**src/rtl/rr_stream_arbiter2.sv**
```systemverilog
// Two-input round-robin valid/ready arbiter with a one-entry registered output stage.
// select_line is registered alongside out_data and names the source of the held word.
module rr_stream_arbiter2 #(
    parameter int DATA_W = 8,
    parameter int BURST  = 2
) (
    input  logic              clk,
    input  logic              rst_n,
    input  logic              in0_valid,
    input  logic [DATA_W-1:0] in0_data,
    output logic              in0_ready,
    input  logic              in1_valid,
    input  logic [DATA_W-1:0] in1_data,
    output logic              in1_ready,
    output logic              out_valid,
    output logic [DATA_W-1:0] out_data,
    input  logic              out_ready,
    output logic              select_line
);

    localparam int CNT_W = (BURST < 1) ? 1 : $clog2(BURST + 1);
    localparam logic [CNT_W-1:0] BURST_C = CNT_W'(BURST);

    logic             last;
    logic [CNT_W-1:0] cnt;
    logic             load;
    logic             grant_any;
    logic             grant;
    logic             xfer;

    assign load = !out_valid || out_ready;

    // Readies are held low while reset is asserted, so nothing is handed off into a stage being cleared.
    always_comb begin
        grant_any = 1'b0;
        grant     = 1'b0;
        if (rst_n && load) begin
            if (in0_valid && in1_valid) begin
                grant_any = 1'b1;
                grant     = (cnt < BURST_C) ? last : ~last;
            end else if (in0_valid) begin
                grant_any = 1'b1;
                grant     = 1'b0;
            end else if (in1_valid) begin
                grant_any = 1'b1;
                grant     = 1'b1;
            end
        end
    end

    assign in0_ready = grant_any && !grant;
    assign in1_ready = grant_any && grant;
    assign xfer      = grant_any;

    always_ff @(posedge clk) begin
        if (!rst_n) begin
            out_valid   <= 1'b0;
            out_data    <= '0;
            select_line <= 1'b0;
            last        <= 1'b1;
            cnt         <= '0;
        end else if (load) begin
            if (xfer) begin
                out_valid   <= 1'b1;
                out_data    <= grant ? in1_data : in0_data;
                select_line <= grant;
                if (grant == last) begin
                    if (cnt < BURST_C) begin
                        cnt <= cnt + 1'b1;
                    end
                end else begin
                    last <= grant;
                    cnt  <= CNT_W'(1);
                end
            end else begin
                out_valid <= 1'b0;
            end
        end
    end

endmodule

```
**config.mk**
```make
export PLATFORM = sky130hd
export DESIGN_NAME = rr_stream_arbiter2
export DESIGN_NICKNAME = d
export VERILOG_FILES = /design/src/rtl/rr_stream_arbiter2.sv
export SDC_FILE = /design/constraint.sdc
export NUM_CORES = 1
export LEC_CHECK = 0
export BUFFER_PORTS_ARGS = -buffer_cell sky130_fd_sc_hd__buf_2
export CAP_MARGIN = 10
export CORE_MARGIN = 2
export CORE_UTILIZATION = 46
export CTS_CLUSTER_SIZE = 14
export DETAILED_ROUTE_END_ITERATION = 10
export MAX_ROUTING_LAYER = met4
export PLACE_DENSITY = 0.88
export SLEW_MARGIN = 20
export SYNTH_ARGS = -nofsm -noshare
export SYNTH_HDL_FRONTEND = slang
export SYNTH_SLANG_ARGS = --single-unit
```
**constraint.sdc**
```tcl
create_clock -name clk -period 1.4 [get_ports clk]
set_input_delay 0 -clock clk [delete_from_list [all_inputs] [get_ports clk]]
set_output_delay 0 -clock clk [all_outputs]
set_load 0.01 [all_outputs]
```
* After elaboration in Yosys (flattened, before gate mapping) *
Cells that the tools add are included.

cells by class
  add/subtract/negate cells = 1
  $lt $le $gt $ge = 1
  eq/ne operators = 2
  multiplexer cells = 12
  bitwise logic cells = 2
  reductions and logical operators = 10

operator list
  cell                                                    number
  2-to-1 mux 1 bit                                        9
  2-to-1 mux 8 bit                                        1
  AND reduction 3 bit                                     2
  logical AND 1 bit                                       4
  2-to-1 mux 2 bit                                        2
  adder 2 x 1 -> 2 bit (second input constant)            1
  logical NOT 1 bit                                       2
  less-than comparator 2 bit (second input constant)      1
  inequality test 2 x 1 -> 1 bit (second input constant)  1
  inverter 1 bit                                          2
  AND reduction 2 bit                                     1
  equality test 1 bit                                     1
  logical OR 1 bit                                        1

word-level totals
  register bits after elaboration = 13
  output and inout port bits = 12
  word-level logic and storage cells = 33

* Logic depth before layout (Yosys ltp) *
Gate-level depths: netlist of run 1.

  depth after elaboration = 7
  gate-level depth with buffers = 5
  gate-level depth less buffers = 3

* Worst setup path after synthesis of run 1 *
No wires, ideal clock.

  path type = register -> register
  start point = register cnt[1]
  end point = register last
  setup time = 139 ps
  arrival = 1252 ps
  required time = 1261 ps
  slack = 9 ps
  cell stages (with the launch flop) = 5
  path buffers = 1
  path through = dfxtp_1 -> xor2_2 -> buf_6 -> a211oi_1 -> o21ai_0

on the way
  cells in the longest elaborated chain, start to end = 7

RTL lines
  element                               line  text
  from (decl)                           25    logic [CNT_W-1:0] cnt;
  from (signal assigned)                69    cnt <= cnt + 1'b1;
  less-than comparator 2 bit (*)        40    grant = (cnt < BURST_C) ? last : ~last;
  2-to-1 mux 1 bit (*)                  40
  2-to-1 mux 1 bit (*)                  38    if (in0_valid && in1_valid) begin
  2-to-1 mux 1 bit (*)                  37    if (rst_n && load) begin
  equality test 1 bit                   67    if (grant == last) begin
  inverter 1 bit (no source line)       -
  AND reduction 3 bit (no source line)  -
  to (signal assigned)                  72    last <= grant;
  to (decl)                             24    logic last;

Every way passes the cells marked *; elsewhere a longest branch is shown, timed or not.
A chain may end at the register's enable or synchronous reset.

* Worst setup path in the final report of run 1 *
  start point = register last
  end point = register out_data[6]

on the way
  cells in the longest elaborated chain, start to end = 5

RTL lines
  element               line  text
  inverter 1 bit        40
  2-to-1 mux 1 bit (*)  40
  2-to-1 mux 1 bit (*)  38
  2-to-1 mux 1 bit (*)  37
  2-to-1 mux 8 bit (*)  65    out_data <= grant ? in1_data : in0_data;
  to (signal assigned)  65
  to (decl)             16    output logic [DATA_W-1:0] out_data,

Marks and branches as above.

==> impl_metrics.ini, run 1 <==
[run_status]
status = finished clean

[worst_setup_path]
path_max_fanout = 14
arrival_ps = 1530
cp-end-kind = flip-flop
start_kind = flip-flop
reg2reg_to = out_data[6]
slowest_delay_ps = 360
r2r_setup_slack_ps = 30
r2r_start = last
r2r_cells = 4
critPathRequiredTime_ps = 1560
cp_cell_sequence = xor2_4, buf_4, o2111a_1, o31a_1
crit_type = flip-flop to flip-flop
crit_slowest_cell = dfxtp_2

[hold_path]
min_from = rst_n
holdPathStages = 2
min_to = last
hold_class = input port to flip-flop

[detailed_routing]
drt-initial-drc-count = 26
vias = 877
drc = 0
avgViaCountPerCell = 5.77
ant_nets = 0
drt-pass1-iter-count = 4
drt-wirelength-per-cell_microns = 13.9
drt-total-wl_microns = 2120

[timing]
finClkSkew_ps = 3.04
rsz0062_at_grt = true
relSlewSlack_pct = 71.9
fmax_mhz = 728
fin_crit_sh_pct = 98.2
setup_viol = 0
tightestPinTransition_ps = 411
drv_slew = 0
hold_viol_final = 0
whs_ps = 31.4
layout_min_cycle_time_ps = 1370

[synthesis]
async_flop_share_pct = 0
seq_area_frac_synth_pct = 31.8
synth_seq_cells = 13
syn_area_sq_um = 818
syn_avg_cell_area_sq_um = 8.71
synth.area.top_cells = dfxtp_1, o2111a_1, inv_1
synth-main-ff-cell = dfxtp_1
yosysWarnings = 0
synth_top_area_cell = dfxtp_1
syn_inst = 94
synth_nets = 115
synth_top_cell_area_share_pct = 31.8
synth_edf_count = 0
synth_cell_types = 30

[global_route]
grt_pass1_vias = 768
antenna_found_initial = 0
track_usage_pct = 21.6
grt_pass1_wl_microns = 3280
grt_max_degree = 24
grt-ovfl-total = 0

[clock_network]
cts_num_sinks = 13
cts_max_path_buffers = 2
clk_latency_ps = 270
cts_buffers = 3
ctsHoldBuffers = 0
cts_tree = built
clockRootBuffer = clkbuf_4
clkSlewWorstSetupHoldPaths_ps = 80
htree_levels = 1

[placement]
placed_cell_area_sq_um = 1010
place_hpwl_microns = 1490
dpl.cell_count = 146
port_buffers = 32
gp_congestion = 0.759

[finish]
final_cell_area_sq_um = 1080
final_core_util_pct = 63.1
syn2layout_area_growth_pct = 31.7
final_cells = 152
layout_common_cells = buf_2, inv_1, dfxtp_1, a31oi_1, buf_4
fin_nets = 149
final_common_cell = buf_2
antennaDiodeCount = 0
layout-drive-gt1-share_pct = 40.9

[power]
ir_worst_vdd_mv = 0.605
totalPowerFinal_uw = 885
power_leakage_nw = 0.473
power_density_nw_per_um2 = 821

[floorplan]
ios = 33
core_sq_um = 1710
start_util_pct = 47.9
die_y_microns = 46.2
dieArea_sq_um = 2130
fp.dieW_microns = 46.2
num_rows = 15

[run]
drv_cap = 0
## worst max path at each step
stage | slack [ps] | startpoint | to
after floorplan | 9 | cnt[1] | last
after global placement | -80 | cnt[1] | out_data[7]
after detailed placement | -150 | cnt[1] | out_data[5]
after CTS | 30 | last | out_data[6]
after global routing | -20 | last | in1_ready
final | 30 | last | out_data[6]
## synthesized netlist by cell type, types with 2 or more instances
| cell | n |
|---|---|
| a2111oi_0 | 6 |
| a31oi_1 | 8 |
| and3_1 | 2 |
| buf_2 | 3 |
| clkbuf_1 | 6 |
| dfxtp_1 | 13 |
| inv_1 | 15 |
| nand2_1 | 3 |
| nand4_1 | 2 |
| o2111a_1 | 6 |
| o2111ai_1 | 4 |
| o21a_1 | 2 |
| o221ai_1 | 2 |
| o31a_1 | 6 |
## state kept, by name (all words and copies together) (netlist names)
signal and flops:
cnt 2, last 1, out_data 8, out_valid 1, select_line 1
## layout make-up
cell class,count,area (sq um)
Fill cell,137,631
Timing Repair Buffer,40,233
Clock buffer,4,26.3
Multi-Input combinational cell,54,464
Inverter,16,60.1
Sequential cell,13,263
Tap cell,25,31.3
## stage by stage
step,setup TNS (ps),worst slack (ps)
5_1_grt,-56.0,-24.8
6_report,0,25.5
3_3_place_gp,-426,-78.4
4_1_cts,0,27.1
3_5_place_dp,-735,-148
2_1_floorplan,0,8.58
## critical path, delay by kind of cell, from the launching register on
kind	cells	cell delay, ps
XOR/XNOR	1	230
buffers and inverters	1	170
AO/OA/AOI/OAI	2	510
flip-flops	1	360
## where the power goes
group | internal (mW) | switching (mW)
Clock | 0.110 | 0.118
Sequential | 0.399 | 0.0170
Combinational | 0.112 | 0.129
Total | 0.621 | 0.264
## per-layer routing
metal  vias up  routed length (microns)  share of wire (%)  GRT usage, %
met2        40                      933                 44          33.3
met3         6                      131                6.2          3.14
met1       404                     1000                 47          27.6
met5         -                        0                  0             -
li1        427                        -                  -             -
met4         0                       49                2.3          10.3
## repair_timing
action,CTS,global route
gates resized for setup,5,1
endpoints found under the setup margin,9,5
buffers inserted,2,0
pin swaps,1,0
## cell families after synthesis
kind of cell,synth area share (%)
buffers and inverters,13.9
DFF,31.8
muxes,2.60
xor gates and xnor gates,1.99
AOI/OAI and AO/OA,42.2
and+or+nand+nor,7.49
Note: power is estimated with default switching activity, not from simulation.
==> run 2, diff against run 1 <==
- MAX_ROUTING_LAYER: met4 -> not set
==> run 2 against run 1 <==
Compared with the run above: power is essentially flat; worst hold slack hardly changed; setup slack about the same; fmax is essentially flat; register-to-register slack about the same; first-iteration DRC count stayed put; critical path depth did not move; sequential power is essentially flat; via count is 0.11% lower; final cell count is the same.
==> impl_metrics.ini, run 2 (synthesis results as in run 1) <==
[run_status]
status = finished clean

[worst_setup_path]
cp-end-kind = flip-flop
start_kind = flip-flop
crit_type = flip-flop to flip-flop
critPathRequiredTime_ps = 1560
arrival_ps = 1530
path_max_fanout = 14
cp_cell_sequence = xor2_4, buf_4, o2111a_1, o31a_1
crit_slowest_cell = dfxtp_2
slowest_delay_ps = 360

[power]
totalPowerFinal_uw = 885
ir_worst_vdd_mv = 0.605
power_density_nw_per_um2 = 821
power_leakage_nw = 0.473

[floorplan]
die_y_microns = 46.2
num_rows = 15
dieArea_sq_um = 2130
core_sq_um = 1710
fp.dieW_microns = 46.2
ios = 33
start_util_pct = 47.9

[clock_network]
clk_latency_ps = 270
cts_num_sinks = 13
htree_levels = 1
cts_tree = built
clkSlewWorstSetupHoldPaths_ps = 80
clockRootBuffer = clkbuf_4
cts_max_path_buffers = 2
cts_buffers = 3
ctsHoldBuffers = 0

[finish]
syn2layout_area_growth_pct = 31.7
n_fill_cell = 137
final_common_cell = buf_2
layout-drive-gt1-share_pct = 40.9
fin_nets = 149
largest_reg_flops = 8
layout_common_cells = buf_2, inv_1, dfxtp_1, a31oi_1, buf_4
top_register = out_data
multi_input_area_sq_um = 464
antennaDiodeCount = 0
seq_area_sq_um = 263
top_regs = out_data: 8 flops, cnt: 2 flops
final_cell_area_sq_um = 1080

[detailed_routing]
drt-total-wl_microns = 2120
drc = 0
drt-pass1-iter-count = 4
ant_nets = 0
drt-wirelength-per-cell_microns = 13.9
avgViaCountPerCell = 5.76
drt-initial-drc-count = 26
vias = 876

[placement]
placed_cell_area_sq_um = 1010
gp_congestion = 0.749
place_hpwl_microns = 1490
port_buffers = 32

[global_route]
grt_max_degree = 24
antenna_found_initial = 0
grt-ovfl-total = 0
grt_pass1_vias = 768
track_usage_pct = 21.0
grt_pass1_wl_microns = 3280

[timing]
fmax_mhz = 728
hold_viol_final = 0
layout_min_cycle_time_ps = 1370
rsz0062_at_grt = true
relSlewSlack_pct = 71.9
setup_viol = 0
tightestPinTransition_ps = 411
finClkSkew_ps = 3.03
whs_ps = 31.4
fin_crit_sh_pct = 98.2
drv_slew = 0

[run]
drv_cap = 0

[hold_path]
hold_class = input port to flip-flop
## run 2: repair_timing
action | in CTS | in global routing
gates resized for setup | 5 | 1
pin swaps | 1 | 0
setup buffers | 2 | 0
endpoints found under the setup margin | 9 | 5
## run 2: worst paths after layout
check	slack, ps	to	start	cells after the start
worst max-delay path	30	out_data[6]	last	4
worst min-delay path	30	last	rst_n	2
worst max register to register	30	out_data[6]	last	4
worst min register to register	500	cnt[0]	cnt[0]	2
## run 2: layout make-up
type	count	share of cell area, %
multi-input cells	54	43.1
flip-flops and latches	13	24.4
repair buffers	40	21.6
inverters	16	5.57
well taps	25	2.90
clock buffers	4	2.44
## run 2: routing by layer
metal | GRT usage [%] | wire length [microns] | up-vias
met1 | 27.1 | 998 | 403
met2 | 33.3 | 934 | 40
met5 | 0 | 0 | -
met3 | 3.92 | 135 | 6
met4 | 10.3 | 49 | 0
li1 | - | - | 427
## run 2: worst max-delay path: cells and delay by family (launching register included)
family	cells	cell delay, ps
flip-flops	1	360
AO/OA/AOI/OAI	2	510
XOR/XNOR	1	230
buffers and inverters	1	170
## run 2: per-stage QoR
step | util [%] | setup TNS, ps | setup slack, ps | cells
3_5_place_dp | 59.3 | -735 | -148 | 146
2_1_floorplan | - | 0 | 8.58 | 94
5_1_grt | 63.1 | -56.0 | -24.8 | 152
6_report | 63.1 | 0 | 25.5 | 152
4_1_cts | 63.0 | 0 | 27.1 | 152
3_3_place_gp | 59.3 | -426 | -78.4 | 146
## run 2: power by group
part	total (mW)	internal, mW	switching [mW]
logic	0.241	0.112	0.129
registers	0.416	0.399	0.0170
clock network	0.228	0.110	0.118
==> run 3, diff against run 2 <==
- HOLD_SLACK_MARGIN: not set -> 0.05
==> run 3 against run 2 <==
Compared with the run above: power increased by 0.97%; largest power group unchanged; fmax decreased by 0.55%; combinational power increased by 3%; design area increased by 3.0%; register-to-register slack about the same; routed wire length increased by 5.3%.
==> impl_metrics.ini, run 3 (synthesis results as in run 1) <==
[timing]
hold_viol_final = 0
drv_slew = 0
rsz0062_at_grt = true
layout_min_cycle_time_ps = 1380
fmax_mhz = 724
finClkSkew_ps = 1.47
setup_viol = 0
relSlewSlack_pct = 71.8
tightestPinTransition_ps = 412
fin_crit_sh_pct = 98.7

[global_route]
grt-ovfl-total = 0
track_usage_pct = 22.5
grt_max_degree = 24
grt_pass1_wl_microns = 3510
antenna_found_initial = 0
grt_pass1_vias = 811

[run]
drv_cap = 0

[detailed_routing]
ant_nets = 0
drt-pass1-iter-count = 4
drt-wirelength-per-cell_microns = 14.4
vias = 886
drt-initial-drc-count = 13
avgViaCountPerCell = 5.72
drt-total-wl_microns = 2230
drc = 0

[clock_network]
cts_tree = built
htree_levels = 1
clkSlewWorstSetupHoldPaths_ps = 80
cts_buffers = 3
clk_latency_ps = 260
clockRootBuffer = clkbuf_4
cts_max_path_buffers = 2
cts_num_sinks = 13

[worst_setup_path]
critPathRequiredTime_ps = 1560
crit_start = last
path_max_fanout = 14
start_kind = flip-flop
arrival_ps = 1540
cp-end-kind = flip-flop
r2r_start = last
crit_type = flip-flop to flip-flop

[finish]
final_cells = 155
final_core_util_pct = 65.0
largest_reg_flops = 8
final_common_cell = buf_2
top_register = out_data
top_regs = out_data: 8 flops, cnt: 2 flops
n_fill_cell = 133
seq_area_sq_um = 265
antennaDiodeCount = 0
layout_common_cells = buf_2, inv_1, dfxtp_1, a31oi_1, buf_4
syn2layout_area_growth_pct = 35.6
fin_nets = 152
layout-drive-gt1-share_pct = 40.0
multi_input_area_sq_um = 464

[power]
ir_worst_vdd_mv = 0.607
power_leakage_nw = 0.486
power_density_nw_per_um2 = 805
totalPowerFinal_uw = 893

[run_status]
status = finished clean

[floorplan]
ios = 33
die_y_microns = 46.2
num_rows = 15
fp.dieW_microns = 46.2
start_util_pct = 47.9
core_sq_um = 1710
dieArea_sq_um = 2130

[placement]
gp_congestion = 0.749
dpl.cell_count = 146
port_buffers = 32
place_hpwl_microns = 1490

[hold_path]
min_from = in1_data[0]
hold_class = input port to flip-flop
[run 3: path summary, 6_finish.rpt]
kind / endpoint / slack [ps] / depth (start not counted)
worst max-delay path: out_data[7] / 20 / 4
worst min-delay path: out_data[0] / 60 / 3
worst max register to register: out_data[7] / 20 / 4
worst min register to register: cnt[0] / 510 / 2
[run 3: layer usage]
layer | up-vias | global-route usage (%) | wire [microns]
met5 | - | 0 | 0
met4 | 0 | 13.1 | 74
met3 | 8 | 3.92 | 213
met2 | 51 | 35.0 | 984
met1 | 394 | 28.9 | 957
li1 | 433 | - | -
[run 3: power by group]
part | switching, mW | internal [mW] | leakage [nW]
registers | 0.0179 | 0.398 | 0.108
logic | 0.132 | 0.117 | 0.363
clock network | 0.119 | 0.110 | 0.0150
[run 3: critical path, stage by stage (launching register included)]
cell and delay (ps):
dfxtp_4 370, xor2_4 230, buf_4 170, o2111a_1 220, o31a_1 280
[run 3: through the flow]
step                      setup slack, ps  cell area [sq um]  setup TNS, ps  hold slack [ps]
after floorplan                      8.58                818              0              185
after global placement              -78.4               1010           -426              289
after detailed placement             -148               1010           -735              285
after CTS                            27.1               1110              0             56.9
after global routing                -23.9               1110          -53.2             67.7
final                                17.9               1110              0             56.6
[run 3: area by class of cell]
type	count	area share (%)
tap	25	2.82
inverter	16	5.41
timing repair buffer	43	23.7
sequential	13	23.9
clock buffer	4	2.37
multi-input combinational	54	41.8
[run 3: what timing repair did]
item                       CTS  global route
gates cloned                 0             0
hold buffers                 3             0
pin swaps                    1             0
gates resized for setup      5             2
buffers inserted             2             0
setup endpoints to repair    9             5
hold endpoints to repair     3             0
